### src/rtl/ising_readout_pkg.sv
// +----------------------------------------------------------------------+
// | ising_readout_pkg: FSM encoding and default parameters for readout    |
// | Revision: 1.0                                                         |
// +----------------------------------------------------------------------+
`default_nettype none

package ising_readout_pkg;

  typedef enum logic [1:0] {
    ST_IDLE   = 2'd0,
    ST_SETTLE = 2'd1,
    ST_SAMPLE = 2'd2,
    ST_DONE   = 2'd3
  } state_e;

  localparam int DEF_N             = 6;
  localparam int DEF_SETTLE_CYCLES = 64;
  localparam int DEF_SAMPLE_CYCLES = 32;

  function automatic int max_int(input int a, input int b);
    return (a > b) ? a : b;
  endfunction

endpackage

`default_nettype wire

### src/rtl/ising_readout_sync_2ff.sv
// +----------------------------------------------------------------------+
// | sync_2ff: per-bit two-flop synchronizer, async active-low reset       |
// | Revision: 1.0                                                         |
// +----------------------------------------------------------------------+
`default_nettype none

module sync_2ff #(
  parameter int WIDTH = 1
) (
  input  logic             clk,
  input  logic             rstn,
  input  logic [WIDTH-1:0] d_i,
  output logic [WIDTH-1:0] q_o
);

  logic [WIDTH-1:0] meta_q;
  logic [WIDTH-1:0] sync_q;

  always_ff @(posedge clk or negedge rstn) begin
    if (!rstn) begin
      meta_q <= '0;
      sync_q <= '0;
    end else begin
      meta_q <= d_i;
      sync_q <= meta_q;
    end
  end

  assign q_o = sync_q;

endmodule

`default_nettype wire

### src/rtl/ising_readout.sv
// +----------------------------------------------------------------------+
// | ising_readout: majority phase readout of an oscillator Ising array.   |
// | Optional macro ISING_READOUT_CANON_EN canonicalizes so spin[0]==0.    |
// | Revision: 1.0                                                         |
// +----------------------------------------------------------------------+
`default_nettype none

module ising_readout
  import ising_readout_pkg::*;
#(
  parameter int N             = DEF_N,
  parameter int SETTLE_CYCLES = DEF_SETTLE_CYCLES,
  parameter int SAMPLE_CYCLES = DEF_SAMPLE_CYCLES
) (
  input  logic         clk,
  input  logic         rstn,
  input  logic         start,
  input  logic [N-1:0] osc_in,
  output logic         busy,
  output logic [N-2:0] spin,
  output logic         spin_valid,
  input  logic         spin_ready
);

  localparam int CW = $clog2(SAMPLE_CYCLES + 1);
  localparam int TW = $clog2(max_int(SETTLE_CYCLES, SAMPLE_CYCLES) + 1);

  state_e                 state_q, state_d;
  logic [TW-1:0]          tmr_q, tmr_d;
  logic [N-2:0][CW-1:0]   cnt_q, cnt_d;
  logic [N-2:0]           spin_q, spin_d;
  logic                   valid_q, valid_d;
  logic [N-1:0]           osc_sync;
  logic [N-2:0]           raw;
  logic [N-2:0]           result;

  sync_2ff #(
    .WIDTH (N)
  ) u_sync (
    .clk  (clk),
    .rstn (rstn),
    .d_i  (osc_in),
    .q_o  (osc_sync)
  );

  // Strict majority: a tie (2*count == SAMPLE_CYCLES) reads as in-phase.
  for (genvar gi = 0; gi < N - 1; gi++) begin : g_major
    assign raw[gi] = {cnt_q[gi], 1'b0} > (CW + 1)'(SAMPLE_CYCLES);
  end

`ifdef ISING_READOUT_CANON_EN
  assign result = raw[0] ? ~raw : raw;
`else
  assign result = raw;
`endif

  always_comb begin
    state_d = state_q;
    tmr_d   = tmr_q;
    cnt_d   = cnt_q;
    spin_d  = spin_q;
    valid_d = valid_q;
    case (state_q)
      ST_IDLE: begin
        if (start) begin
          state_d = ST_SETTLE;
          tmr_d   = '0;
        end
      end
      ST_SETTLE: begin
        if (tmr_q == TW'(SETTLE_CYCLES - 1)) begin
          state_d = ST_SAMPLE;
          tmr_d   = '0;
          cnt_d   = '0;
        end else begin
          tmr_d = tmr_q + TW'(1);
        end
      end
      ST_SAMPLE: begin
        // One extra cycle after the last sample registers the decision.
        if (tmr_q == TW'(SAMPLE_CYCLES)) begin
          spin_d  = result;
          valid_d = 1'b1;
          state_d = ST_DONE;
        end else begin
          tmr_d = tmr_q + TW'(1);
          for (int i = 0; i < N - 1; i++) begin
            if ((osc_sync[i] ^ osc_sync[N-1]) && (cnt_q[i] != CW'(SAMPLE_CYCLES))) begin
              cnt_d[i] = cnt_q[i] + CW'(1);
            end
          end
        end
      end
      ST_DONE: begin
        if (valid_q && spin_ready) begin
          state_d = ST_IDLE;
          valid_d = 1'b0;
        end
      end
      default: state_d = ST_IDLE;
    endcase
  end

  always_ff @(posedge clk or negedge rstn) begin
    if (!rstn) begin
      state_q <= ST_IDLE;
      tmr_q   <= '0;
      cnt_q   <= '0;
      spin_q  <= '0;
      valid_q <= 1'b0;
    end else begin
      state_q <= state_d;
      tmr_q   <= tmr_d;
      cnt_q   <= cnt_d;
      spin_q  <= spin_d;
      valid_q <= valid_d;
    end
  end

  assign busy       = (state_q != ST_IDLE);
  assign spin       = spin_q;
  assign spin_valid = valid_q;

endmodule

`default_nettype wire

### config.mk
export PLATFORM = sky130hd
export DESIGN_NAME = ising_readout
export DESIGN_NICKNAME = d
export VERILOG_FILES = /design/src/rtl/ising_readout_pkg.sv /design/src/rtl/ising_readout_sync_2ff.sv /design/src/rtl/ising_readout.sv
export SDC_FILE = /design/constraint.sdc
export NUM_CORES = 1
export LEC_CHECK = 0
export ABC_AREA = 1
export CAP_MARGIN = 20
export CORE_ASPECT_RATIO = 2
export CORE_MARGIN = 2
export CORE_UTILIZATION = 50
export CTS_CLUSTER_SIZE = 10
export DETAILED_ROUTE_END_ITERATION = 16
export GPL_TIMING_DRIVEN = 0
export PLACE_DENSITY = 0.68
export RECOVER_POWER = 25
export SETUP_SLACK_MARGIN = 0.15
export SLEW_MARGIN = 0
export SYNTH_ARGS = -nofsm -noshare
export SYNTH_HDL_FRONTEND = slang
export SYNTH_SLANG_ARGS = --single-unit
### constraint.sdc
create_clock -name clk -period 4.55 [get_ports clk]
set_input_delay 0.455 -clock clk [delete_from_list [all_inputs] [get_ports clk]]
set_output_delay 0.455 -clock clk [all_outputs]
set_load 0.005 [all_outputs]
Word-level counts from Yosys, hierarchy flattened
Cells that the tools add are included.
{"block": "op_classes", "reduce_logical": 20, "bitwise": 5, "muxes": 20, "magnitude_cmp": 5, "add_sub_neg": 6, "eq_ne": 20}
{"cell": "30-bit two-way mux", "n": 2}
{"cell": "30-bit one-hot mux with 2 select lines", "n": 1}
{"cell": "7-bit by 6-bit > comparator with 1-bit output, second input constant", "n": 5}
{"cell": "6-bit by 1-bit adder with 6-bit output, second input constant", "n": 5}
{"cell": "6-bit two-way mux", "n": 5}
{"cell": "6-bit != test, second input constant", "n": 5}
{"cell": "4-bit AND reduction", "n": 6}
{"cell": "7-bit two-way mux", "n": 3}
{"cell": "7-bit one-hot mux with 3 select lines", "n": 1}
{"cell": "2-bit != test, second input constant", "n": 10}
{"cell": "7-bit by 6-bit == test with 1-bit output, second input constant", "n": 2}
{"cell": "2-bit two-way mux", "n": 4}
{"cell": "2-bit one-hot mux with 4 select lines", "n": 1}
{"cell": "7-bit by 1-bit adder with 7-bit output, second input constant", "n": 1}
{"cell": "1-bit logical AND", "n": 6}
{"cell": "3-bit AND reduction", "n": 2}
{"cell": "2-bit nonzero test", "n": 3}
{"cell": "1-bit XOR", "n": 5}
{"cell": "2-bit == test, second input constant", "n": 2}
{"cell": "3-bit nonzero test", "n": 1}
{"cell": "2-bit by 1-bit == test with 1-bit output, second input constant", "n": 1}
{"cell": "2-bit logical NOT", "n": 1}
{"cell": "1-bit two-way mux", "n": 2}
{"cell": "1-bit one-hot mux with 2 select lines", "n": 1}
{"cell": "2-bit AND reduction", "n": 1}
{"block": "word_totals", "register_bits": 57, "wordCells": 87, "inputBits": 10, "out_inout_bits": 7}

Logic depth before layout (Yosys ltp)
Gate-level depths: netlist (run 1).
{"block": "depth", "depth_word": 5, "mapped_depth": 10, "mapped_depth_nobuf": 10}

Modules after synthesis
A second synthesis (run 1) with hierarchy kept.
{"block": "unflattened", "cells_unflattened": 426, "area_unflattened_um2": 3310.7}
{"mod": "ising_readout", "area_each_um2": 3010.4, "n_inst": 1, "cells_per_inst": 414, "seq_area_each_um2": 1126.1}
{"mod": "sync_2ff", "area_each_um2": 300.3, "n_inst": 1, "cells_per_inst": 12, "seq_area_each_um2": 300.3}

Worst setup path after synthesis (run 1)
OpenSTA, ideal clock, no wires.
{"block": "synth_timing", "path_type": "register to register", "start": "register state_q[0]", "end": "register cnt_q[11] (netlist name)", "setup_ns": 0.117, "synth_period_minus_slack_ns": 1.568, "required_ns": 4.433, "t_arrival_ns": 1.451, "path_stages_with_launch": 9, "slack_ns": 2.982, "n_path_buf": 2, "path_cell_list": "dfrtp_1 -> inv_1 -> ha_1 -> inv_1 -> buf_2 -> clkbuf_1 -> nor2_1 -> nand3_1 -> nand2_1"}
{"block": "synth_between", "elab_chain_len": 3, "word_cells_on_any_way": 8, "classes_between": "eq/ne: 5; mux: 1; reduce/logical: 2"}
{"item": "start, declared", "line_no": "ising_readout.sv:28", "source": "state_e state_q, state_d;"}
{"item": "start signal, assigned", "line_no": "ising_readout.sv:112", "source": "state_q <= state_d;"}
{"item": "2-bit == test / 2-bit by 1-bit == test with 1-bit output (equally long branches)", "line_no": "ising_readout.sv:63", "source": "case (state_q)"}
{"item": "2-bit != test (no source line) / 2-bit nonzero test (equally long branches)"}
{"item": "4-bit AND reduction (no source line)"}
{"item": "end signal, assigned", "line_no": "ising_readout.sv:114", "source": "cnt_q <= cnt_d;"}
{"item": "end, declared", "line_no": "ising_readout.sv:30", "source": "logic [N-2:0][CW-1:0] cnt_q, cnt_d;"}
Parallel ways exist; a longest one is shown, timed or not.
A chain may end at the register's enable or synchronous reset.

Final worst setup path (run 1)
{"block": "layout_timing", "start": "register state_q[0]", "end": "output busy"}
{"block": "layout_between", "elab_chain_len": 1}
{"item": "2-bit nonzero test", "line_no": "ising_readout.sv:120", "source": "assign busy = (state_q != ST_IDLE);"}
{"item": "end, declared", "line_no": "ising_readout.sv:19", "source": "output logic busy,"}
Every way passes these cells.

==> results of run 1 <==
-- state kept, by name, indices dropped and copies added (netlist names) --
| name | flops |
|---|---|
| cnt_q | 30 |
| u_sync.q_o | 6 |
| state_q | 2 |
| spin | 5 |
| spin_valid | 1 |
| tmr_q | 7 |
| u_sync.meta_q | 6 |
-- layout make-up --
class / instances / area share, %
tap: 88 / 2.82
clock inverter: 4 / 1.15
multi-input combinational: 332 / 43.3
clock buffer: 10 / 6.13
inverter: 40 / 3.85
timing repair buffer: 17 / 4.46
buffer: 10 / 1.73
sequential: 57 / 36.6
-- power groups by stage --
stage	Sequential, mW	Combinational (mW)	Clock [mW]
after floorplan	0.626	0.533	0
after global placement	0.640	0.748	0
after detailed placement	0.639	0.751	0
after CTS	0.631	0.755	0.663
after global routing	0.644	0.866	0.686
final	0.632	0.745	0.647
-- layout by cell type (no fill, tap or decap), drive strengths merged --
cell,instances
xnor2,4
clkinv,4
o21bai,1
nor2,61
nand3b,1
nand4,3
inv,39
nand3,57
dlygate4sd3,4
dfrtp,57
buf,9
ha,18
nand2,140
xor2,12
o21ai,14
nor3,1
or2,1
clkbuf,13
a31oi,2
clkdlybuf4s50,11
nor3b,3
a21oi,14
bufinv,1
-- cells in the mapped netlist, types with 2 or more instances --
cell type	number	area share, %
nand3_2	6	1.8
inv_1	37	4.2
o21ai_1	8	1.2
xor2_1	12	3.2
nor2_1	55	6.2
buf_6	3	1.0
nand4_1	3	0.56
inv_2	2	0.23
nand2_1	140	16
dfrtp_1	57	43
ha_1	18	6.8
o21ai_0	6	0.90
nor2_2	4	0.75
a21oi_1	14	2.1
buf_2	3	0.45
clkbuf_1	2	0.23
xnor2_1	4	1.1
nor3b_1	3	0.68
nand3_1	51	7.7
a31oi_1	2	0.38
-- per-layer routing --
layer	vias up	wire (um)	track usage, %
met5	-	0	0
met4	0	118	10.2
met3	8	229	4.89
met2	38	3320	32.9
met1	1235	3260	29.1
li1	1444	-	-
-- worst min path at each step --
stage | to | slack [ps]
final | u_sync.q_o[5] | 340
after global routing | u_sync.q_o[4] | 360
after CTS | tmr_q[1] | 110
after detailed placement | u_sync.q_o[5] | 330
after global placement | u_sync.q_o[3] | 330
after floorplan | cnt_q[0] | 160
-- logic make-up (layout without fill, tap and decap cells) --
family / after synthesis / count (layout) / synth area share [%]
AO/OA/AOI/OAI: 31 / 31 / 4.80
XOR/XNOR: 16 / 16 / 4.20
buffers and inverters: 50 / 81 / 6.53
adder cells (fa/ha/maj): 18 / 18 / 6.76
flip-flops: 57 / 57 / 42.8
AND/OR/NAND/NOR: 267 / 267 / 34.9
-- critical path: cells and delay by family, from the launching register on --
kind,cells,cell delay (ps)
fa+ha+maj,1,210
flops,1,410
buf+inv,3,630
==> results.py, run 1 <==
metrics = {
    "run_status": {
        "status": "complete, no violations",
    },
    "layout": {
        "ff_latch_area_mm2": 0.00143,
        "drive_gt1_share_pct": 7.87,
        "fin_area_mm2": 0.00390,
        "multi_input_area_mm2": 0.00169,
        "syn_to_final_growth_pct": 17.0,
        "final_nets": 495,
        "instances_no_fill": 558,
        "fillers": 617,
        "utilization_pct": 59.9,
        "antenna_cells": 0,
    },
    "logic_synthesis": {
        "avgSynthCellArea_um2": 7.59,
        "ys.flop_type": "dfrtp_1",
        "synth-edff-count": 0,
        "syn-instance-count": 439,
        "ys.warnings.count": 0,
        "async_reset_ff_share_pct": 100,
        "synth_area_mm2": 0.00333,
        "synth_fp_nets": 467,
        "yosysSeqAreaShare_pct": 42.8,
        "synth.distinct_cells": 29,
        "synth_seq_cells": 57,
    },
    "sta": {
        "slew_violations": 0,
        "finalHoldViolations": 0,
        "skew_ps": 9.41,
        "setup_violations": 0,
        "setup_slack_ps": 2510,
        "fin_crit_sh_pct": 44.8,
        "tightest_slew_ps": 1230,
        "rsz0062_at_grt": "no",
        "slew_headroom_pct": 17.7,
        "hold_slack_ps": 344,
        "setup_tns_ps": 0,
        "max_freq_ghz": 0.490,
        "fin_crit_ps": 2040,
    },
    "hold_path": {
        "min_from": "u_sync.meta_q[5]",
        "hold_class": "flip-flop to flip-flop",
        "holdPathStages": 0,
    },
    "worst_setup_path": {
        "path_class": "flip-flop to output port",
        "crit_end": "busy",
        "crit_path_end_kind": "output port",
        "crit_slowest_cell": "clkdlybuf4s50_1",
        "worstPathMaxFanout": 5,
        "timing.rr.start": "state_q[0]",
        "startpoint": "state_q[0]",
        "worst_r2r_endpoint": "cnt_q[21]",
        "arrival_ps": 1580,
        "start_kind": "flip-flop",
        "required_ps": 4090,
        "crit_chain": "inv_1, ha_1, inv_2, clkdlybuf4s50_1",
        "reg2reg_slack_ps": 2580,
        "reg2reg_depth": 8,
        "critPathMaxStageDelay_ps": 480,
    },
    "floorplan": {
        "dieWidth_um": 61.7,
        "die_area_mm2": 0.00738,
        "die_h_um": 119,
        "core-area_mm2": 0.00652,
        "start_util_pct": 51.2,
        "num_io_pins": 17,
        "row_count": 42,
    },
    "clock_tree": {
        "clk_pin_slew_ps": 50,
        "cts.sinks": 57,
        "cts_resized": 0,
        "htreeDepth": 3,
        "cts_setup_buffers": 0,
        "cts_root_buffer": "clkbuf_16",
        "ctsHoldBuffers": 0,
        "numCtsBuffers": 9,
        "cts_tree": "done",
        "clk_path_buf_depth": 2,
        "worstSkewPairLatency_ps": 330,
    },
    "route": {
        "routedWlPerCell_um": 12.4,
        "drt-pass1-iter-count": 4,
        "dr_total_vias": 2725,
        "antenna_left": 0,
        "drtIter0Drc": 210,
        "drc": 0,
        "viasPerCell": 4.88,
        "routed_wl_um": 6920,
    },
    "grt": {
        "globalRouteOverflowTotal": 0,
        "grt_pass1_wl_um": 12000,
        "antenna_found_initial": 0,
        "grt_usage_pct": 21.9,
        "grt_max_degree": 38,
        "first_global_vias": 2585,
    },
    "power": {
        "clkPwrFrac_pct": 32.0,
        "p_int_mw": 1.23,
        "p_total_mw": 2.02,
        "switching_share_pct": 39.5,
        "p_leak_nw": 1.88,
        "switchingPower_mw": 0.799,
        "p_per_area_mw_per_mm2": 519,
        "power_frac_comb_pct": 36.8,
        "ir_drop_mv": 0.323,
        "p_seq_share_pct": 31.2,
    },
    "placement": {
        "pre_cts_ws_ps": 2550,
        "hpwl_um": 4780,
        "routabilityCongestion": 0.821,
        "dp_cells": 544,
        "placed_area_mm2": 0.00362,
        "io_buffer_count": 16,
    },
    "job": {
        "cap_violations": 0,
    },
}
No activity file was read; power rests on OpenSTA's default activity.
==> inputs of run 2 (changes only) <==
Settings changed: PLACE_DENSITY 0.68 to 0.71.
Clock period 4.55 ns to 1.7 ns, I/O delays scaled along.
==> run 2 against run 1 <==
  * Sequential power grew to 2.7 times the previous value
  * Count of clock-buffer cells in the layout grew 2
  * Largest power group unchanged
  * Critical path type is now flip-flop to flip-flop
  * Critical path depth grew 7
==> results.py, run 2 (same netlist as run 1, synthesis figures left out) <==
metrics = {
    "power": {
        "p_total_mw": 7.03,
        "p_leak_nw": 2.08,
        "p_per_area_mw_per_mm2": 1530,
        "ir_drop_mv": 1.30,
    },
    "layout": {
        "ff_latch_area_mm2": 0.00143,
        "instances_no_fill": 584,
        "final_nets": 519,
        "antenna_cells": 0,
        "syn_to_final_growth_pct": 37.7,
        "largest_register": "cnt_q",
        "mostFrequentLayoutCells": "nand2_1, dfrtp_1, nor2_1",
        "largest_reg_flops": 30,
        "fin_area_mm2": 0.00459,
        "multi_input_area_mm2": 0.00202,
        "final_common_cell": "nand2_1",
        "drive_gt1_share_pct": 25.2,
        "utilization_pct": 70.4,
        "fillers": 497,
        "largest_registers": "cnt_q (30), tmr_q (7)",
    },
    "sta": {
        "setup_violations": 0,
        "max_freq_ghz": 0.607,
        "fin_crit_ps": 1650,
        "fin_crit_sh_pct": 97.0,
        "slew_violations": 0,
        "finalHoldViolations": 0,
        "rsz0062_at_grt": "yes",
        "slew_headroom_pct": 43.5,
        "tightest_slew_ps": 847,
        "skew_ps": 7.47,
    },
    "run_status": {
        "status": "complete, no violations",
    },
    "grt": {
        "first_global_vias": 2833,
        "grt_max_degree": 34,
        "grt_pass1_wl_um": 12800,
        "globalRouteOverflowTotal": 0,
        "grt_usage_pct": 23.1,
        "antenna_found_initial": 0,
    },
    "floorplan": {
        "row_count": 42,
        "start_util_pct": 51.2,
        "die_h_um": 119,
        "num_io_pins": 17,
        "die_area_mm2": 0.00738,
        "dieWidth_um": 61.7,
        "core-area_mm2": 0.00652,
    },
    "route": {
        "drt-pass1-iter-count": 5,
        "routedWlPerCell_um": 14.3,
        "dr_total_vias": 3003,
        "drc": 0,
        "drtIter0Drc": 190,
        "routed_wl_um": 8380,
        "viasPerCell": 5.14,
        "antenna_left": 0,
    },
    "placement": {
        "placed_area_mm2": 0.00362,
        "hpwl_um": 4860,
        "io_buffer_count": 16,
        "routabilityCongestion": 0.843,
        "dp_cells": 544,
    },
    "job": {
        "cap_violations": 0,
    },
    "worst_setup_path": {
        "reg2reg_slack_ps": 50,
        "arrival_ps": 1870,
        "crit_path_end_kind": "flip-flop",
        "timing.rr.start": "tmr_q[0]",
        "start_kind": "flip-flop",
        "reg2reg_depth": 11,
        "path_class": "flip-flop to flip-flop",
        "worst_r2r_endpoint": "cnt_q[6]",
        "worstPathMaxFanout": 7,
        "required_ps": 1920,
    },
    "clock_tree": {
        "cts_tree": "done",
        "clk_pin_slew_ps": 50,
        "worstSkewPairLatency_ps": 340,
        "htreeDepth": 3,
        "cts.sinks": 57,
        "clk_path_buf_depth": 2,
        "cts_root_buffer": "clkbuf_16",
        "numCtsBuffers": 9,
    },
    "hold_path": {
        "min_from": "u_sync.meta_q[1]",
        "worstHoldEndpoint": "u_sync.q_o[1]",
        "holdPathStages": 0,
        "hold_class": "flip-flop to flip-flop",
    },
}
-- run 2: cell types whose count changed in the layout (fill, tap and decap cells not counted), sizes merged, moves of 2 or more --
cell | previous run | this run
buf | 9 | 29
clkbuf | 13 | 18
clkdlybuf4s50 | 11 | 8
clkinv | 4 | 2
clkinvlp | 0 | 3
dlygate4sd3 | 4 | 7
-- run 2: stage by stage --
step	TNS [ps]	setup slack, ps	hold WS (ps)
2_1_floorplan	0	208	-126
3_3_place_gp	-83410	-1390	332
3_5_place_dp	-4580	-192	284
4_1_cts	0	61.7	267
5_1_grt	-22.4	-10.8	350
6_report	0	51.7	341
-- run 2: worst max path at each step --
stage / from / to / slack (ps) / depth (start not counted)
2_1_floorplan: state_q[0] / cnt_q[15] / 210 / 8
3_3_place_gp: rstn / cnt_q[19] / -1390 / 1
3_5_place_dp: state_q[0] / cnt_q[16] / -190 / 8
4_1_cts: tmr_q[0] / cnt_q[22] / 60 / 11
5_1_grt: tmr_q[1] / cnt_q[6] / -10 / 11
6_report: tmr_q[0] / cnt_q[6] / 50 / 11
-- run 2: metal layers --
| layer | global-route usage, % | vias up | part of all wire [%] |
|---|---|---|---|
| met5 | 0 | - | 0 |
| met1 | 30.1 | 1397 | 41 |
| met2 | 35.4 | 78 | 51 |
| met4 | 10.6 | 0 | 3.2 |
| met3 | 5.10 | 31 | 4.3 |
| li1 | - | 1497 | - |
-- run 2: timing repair --
item	CTS	global route
setup endpoints to repair	39	45
gates cloned	1	2
gates resized for setup	45	53
pin swaps	5	23
setup buffers	12	8
hold buffers	1	0
hold endpoints to repair	32	0
-- run 2: report_power, final --
part	switching [mW]	internal (mW)	total [mW]	leakage, nW
combinational	2.02	1.41	3.43	1.18
clock	0.637	1.25	1.89	0.151
sequential	0.190	1.52	1.71	0.753
total	2.85	4.18	7.03	2.08
-- run 2: worst max-delay path, cell delays in order (launching register included) --
cell and delay, ps:
dfrtp_2 440, inv_2 100, ha_4 140, nand2_4 50, clkinv_4 60, nand3_4 60
nor2_4 150, nor2_8 90, buf_6 130, buf_16 130, nand3_1 100, nand2_1 70
-- run 2: final cells by class --
type | instances | area share (%)
Clock inverter | 4 | 1.09
Inverter | 40 | 3.46
Timing Repair Buffer | 41 | 9.84
Multi-Input combinational cell | 332 | 43.9
Clock buffer | 12 | 5.81
Buffer | 10 | 2.29
Sequential cell | 57 | 31.2
Tap cell | 88 | 2.40
